$ cat src/rtl/cpu_types_pkg.sv
// Shared CPU types: RAM handshake states, machine word and arbiter grant states.
package cpu_types_pkg;

  typedef logic [31:0] word_t;

  typedef enum logic [1:0] {
    FREE   = 2'd0,
    BUSY   = 2'd1,
    ACCESS = 2'd2,
    ERROR  = 2'd3
  } ramstate_t;

  typedef enum logic [1:0] {
    IDLE   = 2'd0,
    IGRANT = 2'd1,
    DGRANT = 2'd2
  } arb_state_t;

endpackage

$ cat src/rtl/memory_arbiter.sv
// Shares the single-ported RAM between instruction and data paths. Data wins
// arbitration, a streak limiter protects fetches, and a watchdog abandons stuck grants.
module memory_arbiter
  import cpu_types_pkg::*;
#(
  parameter int DSTREAK_MAX = 4,
  parameter int TIMEOUT     = 16
) (
  input  logic        CLK,
  input  logic        nRST,
  input  logic        iREN,
  input  logic [31:0] iaddr,
  output logic        iwait,
  output logic [31:0] iload,
  input  logic        dREN,
  input  logic        dWEN,
  input  logic [31:0] daddr,
  input  logic [31:0] dstore,
  output logic        dwait,
  output logic [31:0] dload,
  output logic        ramREN,
  output logic        ramWEN,
  output logic [31:0] ramaddr,
  output logic [31:0] ramstore,
  input  logic [31:0] ramload,
  input  logic [1:0]  ramstate,
  output logic        timeout
);

  localparam int SW = $clog2(DSTREAK_MAX + 1);
  localparam int TW = (TIMEOUT > 1) ? $clog2(TIMEOUT) : 1;
  localparam logic [SW-1:0] SMAX  = SW'(DSTREAK_MAX);
  localparam logic [TW-1:0] TLAST = TW'(TIMEOUT - 1);

  arb_state_t    state, next_state;
  logic [SW-1:0] dstreak, next_dstreak;
  logic [TW-1:0] tcnt, next_tcnt;
  logic          dreq, access, granted_req, tmo_hit;

  assign dreq        = dREN | dWEN;
  assign access      = (ramstate == 2'(ACCESS));
  assign granted_req = (state == IGRANT) ? iREN : ((state == DGRANT) ? dreq : 1'b0);
  assign tmo_hit     = granted_req && !access && (tcnt == TLAST);
  assign iload       = ramload;
  assign dload       = ramload;

  // State, streak and watchdog registers
  always_ff @(posedge CLK or negedge nRST) begin
    if (!nRST) begin
      state   <= IDLE;
      dstreak <= '0;
      tcnt    <= '0;
    end else begin
      state   <= next_state;
      dstreak <= next_dstreak;
      tcnt    <= next_tcnt;
    end
  end

  // Arbitration and grant-release decisions
  always_comb begin
    next_state   = state;
    next_dstreak = dstreak;
    next_tcnt    = tcnt;
    case (state)
      IDLE: begin
        next_tcnt = '0;
        if (dreq && !(iREN && (dstreak == SMAX))) begin
          next_state = DGRANT;
        end else if (iREN) begin
          next_state = IGRANT;
        end else begin
          next_state = IDLE;
        end
      end
      IGRANT, DGRANT: begin
        if (!granted_req || access || tmo_hit) begin
          next_state = IDLE;
          next_tcnt  = '0;
          // Only a real completion moves the streak; aborts and timeouts leave it alone
          if (granted_req && access) begin
            if ((state == DGRANT) && iREN) begin
              next_dstreak = (dstreak == SMAX) ? SMAX : dstreak + SW'(1);
            end else begin
              next_dstreak = '0;
            end
          end else begin
            next_dstreak = dstreak;
          end
        end else begin
          next_state = state;
          next_tcnt  = tcnt + TW'(1);
        end
      end
      default: begin
        next_state   = IDLE;
        next_tcnt    = '0;
        next_dstreak = '0;
      end
    endcase
  end

  // RAM drive and wait flags follow the current grant and live request
  always_comb begin
    ramREN   = 1'b0;
    ramWEN   = 1'b0;
    ramaddr  = 32'h0000_0000;
    ramstore = 32'h0000_0000;
    iwait    = iREN;
    dwait    = dreq;
    timeout  = tmo_hit;
    case (state)
      IGRANT: begin
        ramREN  = iREN;
        ramaddr = iaddr;
        iwait   = iREN && !access;
      end
      DGRANT: begin
        ramWEN   = dWEN;
        ramREN   = dREN && !dWEN;
        ramaddr  = daddr;
        ramstore = dstore;
        dwait    = dreq && !access;
      end
      default: begin
        ramREN = 1'b0;
        ramWEN = 1'b0;
      end
    endcase
  end

endmodule

$ cat config.mk
export PLATFORM = sky130hd
export DESIGN_NAME = memory_arbiter
export DESIGN_NICKNAME = d
export VERILOG_FILES = /design/src/rtl/cpu_types_pkg.sv /design/src/rtl/memory_arbiter.sv
export SDC_FILE = /design/constraint.sdc
export NUM_CORES = 1
export LEC_CHECK = 0
export ABC_AREA = 1
export ABC_CLOCK_PERIOD_IN_PS = 1300
export BUFFER_PORTS_ARGS = -buffer_cell sky130_fd_sc_hd__buf_2
export CELL_PAD_IN_SITES_DETAIL_PLACEMENT = 1
export CELL_PAD_IN_SITES_GLOBAL_PLACEMENT = 2
export CORE_MARGIN = 2
export CORE_UTILIZATION = 10
export DETAILED_ROUTE_END_ITERATION = 10
export MAX_ROUTING_LAYER = met4
export PLACE_DENSITY = 0.78
export SKIP_CTS_REPAIR_TIMING = 1
export SLEW_MARGIN = 20
export SYNTH_ARGS = -nofsm -noshare
export SYNTH_HDL_FRONTEND = slang
export SYNTH_SLANG_ARGS = --single-unit
$ cat constraint.sdc
create_clock -name CLK -period 1.3 [get_ports CLK]
set_input_delay 0.195 -clock CLK [delete_from_list [all_inputs] [get_ports CLK]]
set_output_delay 0.195 -clock CLK [all_outputs]
set_load 0.05 [all_outputs]
After elaboration in Yosys (flattened, before gate mapping)
Cells that the tools add are included.

word-level totals
  flip-flop bits (word level) = 9
  input bits = 135
  output and inout port bits = 133
  logic and storage cells = 51

operators by class
  add/subtract/negate cells = 2
  eq/ne operators = 7
  muxes and demuxes = 19
  bitwise operators = 2
  reduce and logical (&&, ||, !) cells = 18

operators with widths
  cell                 number
  $pmux 32 s2          1
  $mux 32              1
  $mux 3               4
  $logic_and 1x1->1    9
  $mux 4               2
  $mux 1               6
  $pmux 3 s2           1
  $add 4x1->4 const B  1
  $eq 2x2->1 const B   2
  $eq 4x4->1 const B   1
  $logic_not 1->1      4
  $mux 2               2
  $ne 2x2->1 const B   2
  $pmux 2 s2           1
  $add 3x1->3 const B  1
  $eq 3x3->1 const B   1
  $reduce_and 3->1     1
  $eq 2x1->1 const B   1
  $logic_not 2->1      1
  $logic_or 1x1->1     2
  $pmux 1 s2           1
  $reduce_or 2->1      1
  $not 1->1            1
  $or 1x1->1           1

Depth between registers and ports, before layout
  word-level depth = 8
  gate-level depth with buffers = 11
  gate-level depth less buffers = 11

Least setup slack after synthesis
No wires, ideal clock.

  path kind = register -> output
  from = register state[1]
  to = output ramaddr[12]
  arrival time = 1,852 ps
  data required time = 1,105 ps
  slack = -747 ps
  cell stages (with the launch flop) = 7
  buffers on the path = 2
  path through = dfrtp_1 > inv_1 > ha_1 > buf_2 > clkbuf_1 > nand2_1 > a21oi_1

on the way
  longest elaborated chain between the ends = 2
  elaborated cells on any way between the ends = 3
  classes of those cells = 2 x eq/ne; 1 x mux

ends and longest elaborated chain
  element                                          RTL line               RTL
  start: declaration                               memory_arbiter.sv:35   arb_state_t state, next_state;
  start signal: assignment                         memory_arbiter.sv:54   state <= next_state;
  $eq 2x2->1 / $eq 2x1->1 (equally long branches)  memory_arbiter.sv:112  case (state)
  $pmux 32 s2 (*)                                  memory_arbiter.sv:112
  end: declaration                                 memory_arbiter.sv:23   output logic [31:0] ramaddr,

Every way passes the cells marked *; elsewhere a longest branch is shown, timed or not.

Worst setup path after layout
  from = register state[0]
  to = output timeout

on the way
  longest elaborated chain between the ends = 5
  elaborated cells on any way between the ends = 6
  classes of those cells = 2 x eq/ne; 2 x mux; 2 x reduce/logical

ends and longest elaborated chain
  element                             RTL line              RTL
  $eq 2x2->1                          memory_arbiter.sv:42  assign granted_req = (state == IGRANT) ? iREN : ((state == DGRANT) ? dreq : 1'b0);
  $mux 1                              memory_arbiter.sv:42
  $mux 1 (*)                          memory_arbiter.sv:42
  $logic_and 1x1->1 (*) (2 in a row)  memory_arbiter.sv:43  assign tmo_hit = granted_req && !access && (tcnt == TLAST);
  end: declaration                    memory_arbiter.sv:27  output logic timeout

Marked as above.

==> results_dict.tcl <==
set metrics [dict create \
    status "finished, violations left" \
    violations "negative setup slack" \
    clk_latency_ns 0.24 \
    cp_data_arrival_time_ns 1.60 \
    wl_per_cell_um 12.2 \
    std_cell_rows 48 \
    leakage_nw 1.82 \
    slew_violations 0 \
    final_cells 684 \
    stdcell_area_sq_um 4330 \
    vdd_drop_max_mv 0.970 \
    finClkSkew_ns 0.000912 \
    track_usage 0.0737 \
    post-place-cells 673 \
    first_global_vias 2181 \
    num_io_pins 268 \
    synth-edff-count 0 \
    hpwl_mm 6.62 \
    startpoint_type "register" \
    path_cells "buf_4 -> ha_4 -> buf_6 -> nor2_2 -> nand2_1 -> nand2_2 -> nand2_2 -> nor2_4 -> buf_8" \
    diodes 0 \
    nNetsFinal 601 \
    dpl_cell_area_sq_um 3350 \
    hold_viol 0 \
    path_buf_inv 3 \
    crit_slowest_cell "dfrtp_1" \
    place.gp.congestion 0.713 \
    clock_sinks 9 \
    die_area_sq_um 19000 \
    viasPerCell 3.52 \
    rsz0062_at_grt "yes" \
    grt_pass1_wl_mm 10.9 \
    critical-path-max-stage-delay_ns 0.39 \
    initial_core_util 0.103 \
    wirelength_mm 8.32 \
    first_pass_iters 4 \
    syn_area_sq_um 1790 \
    min_path_type "input port to asynchronous set/reset pin" \
    post-route-period-util 1.38 \
    design.core.area_sq_um 17400 \
    synth_cell_types 19 \
    async_flop_share 1.00 \
    die_x_um 138 \
    setup_tns_ns -33.14 \
    worst_path_dominant_cell_family "buffers and inverters" \
    root_buffer "clkbuf_16" \
    path_class "register to output pin" \
    drt_iter0_markers 62 \
    avgSynthCellArea_sq_um 5.57 \
    yosysWarnings 0 \
    gr-total-overflow 0 \
    hold_ws_ns 0.339 \
    ys_seq_area_frac 0.126 \
    fmax_ghz 0.557 \
    slew_headroom 0.854 \
    synth.net_count 463 \
    synthCells 322 \
    htreeDepth 1 \
    num_vias 2409 \
    powerDensity_nw_per_um2 2120 \
    synth-main-ff-cell "dfrtp_1" \
    ctsLongestPathBuffers 2 \
    antenna_found_initial 0 \
    cts_tree "yes" \
    die_h_um 138 \
    cpMostUsedCell "nand2_2" \
    drive_gt1_frac 0.758 \
    numPortBuffers 171 \
    setup_slack_ns -0.495 \
    area_growth_pct 141 \
    crit_path_end_kind "output pin" \
    worst_pin_slew_ns 0.220 \
    required_ns 1.11 \
    final-setup-viol-count 78 \
    post-route-drc-count 0 \
    route.antenna.remaining_nets 0 \
    n_fill_cell 2050 \
    finalCriticalPeriod_ns 1.79 \
    synth_seq_cells 9 \
    cts_buffers 3 \
    cap_violations 0 \
    grt_max_degree 22 \
    p_total_mw 9.19 \
    clkTransAtPathRegs_ns 0.04 \
    critical_path.max_fanout 5 \
]
## worst register-to-register path: stages (launching register included)
cell and delay, ns:
dfrtp_1 0.39, buf_4 0.15, ha_4 0.16, buf_6 0.13, nor2_2 0.07, nand2_1 0.06, nand2_2 0.09, buf_4 0.11
buf_6 0.10, nand2_4 0.05, nand2_4 0.07, nand2_4 0.05, nand2_1 0.05, nand2_1 0.05
## sequential cells by signal, summed over array words and instances, names as in the netlist
register and count:
state 2, tcnt 4, dstreak 3
## cell usage in the layout (no fill, tap or decap), types with 2 or more instances in the layout
cell / count
dfrtp_1: 9
xnor2_1: 2
buf_4: 17
inv_1: 13
nand2_2: 35
buf_12: 13
buf_8: 36
clkinvlp_4: 34
a21oi_4: 33
nand2_1: 65
inv_2: 3
nor2_1: 6
nand2_4: 17
nand3_1: 6
clkbuf_16: 4
ha_4: 3
clkbuf_4: 2
ha_1: 3
buf_2: 102
buf_6: 39
nand3_2: 3
nor2_2: 3
## cell usage after synthesis (2+ instances only)
library cell    n  share of area
a21oi_1        34          0.095
inv_1          50           0.10
o21ai_0         2         0.0056
buf_1           3         0.0063
nand2_1       114           0.24
nand2_2         3          0.010
ha_1            6          0.042
nor2_1         10          0.021
clkbuf_1        3         0.0063
nand3_1         9          0.025
xnor2_1         2         0.0098
buf_2           7          0.020
dfrtp_1         9           0.13
buf_4          65           0.27
## area by class of cell
cell class | instances | area [sq um] | share of cell area
Clock buffer | 4 | 78.8 | 0.0182
Inverter | 51 | 327 | 0.0754
Multi-Input combinational cell | 184 | 1490 | 0.344
Sequential cell | 9 | 225 | 0.0520
Tap cell | 225 | 282 | 0.0650
Timing Repair Buffer | 211 | 1930 | 0.445
## layer usage
layer  wire length [um]  up-vias  global-route usage
met2               4440      113               0.135
li1                   -     1168                   -
met4                 72        0              0.0119
met5                  0        -                   -
met1               3010     1119              0.0809
met3                797        9              0.0197
## stage by stage
stage,setup slack [ns],utilization
after detailed placement,-0.376,0.192
after global routing,-0.590,0.249
after CTS,-0.642,0.197
final,-0.495,0.249
after floorplan,-0.209,-
after global placement,-0.364,0.192
## worst paths after layout
check | startpoint | to | cells after the start | slack (ns)
min reg2reg | dstreak[1] | dstreak[1] | 2 | 0.51
max | state[0] | timeout | 9 | -0.49
max in group asynchronous | nRST | tcnt[3] | 2 | 0.78
max reg2reg | state[0] | dstreak[0] | 13 | -0.36
min | nRST | dstreak[1] | 2 | 0.34
min in group CLK | ramload[7] | dload[7] | 0 | 0.39
## kinds of logic (layout without fill, tap and decap cells)
| logic type | after synthesis | in the layout | share of synthesized area |
|---|---|---|---|
| compound gates | 37 | 37 | 0.103 |
| xor+xnor | 3 | 3 | 0.0146 |
| simple gates | 138 | 138 | 0.304 |
| buf+inv | 129 | 266 | 0.411 |
| flops | 9 | 9 | 0.126 |
| fa+ha+maj | 6 | 6 | 0.0418 |
## power by group
group	internal, mW	switching [mW]	leakage, nW
Combinational	3.40	4.85	1.66
Clock	0.411	0.143	0.0382
Sequential	0.330	0.0452	0.123
No activity file was read; power rests on OpenSTA's default activity.
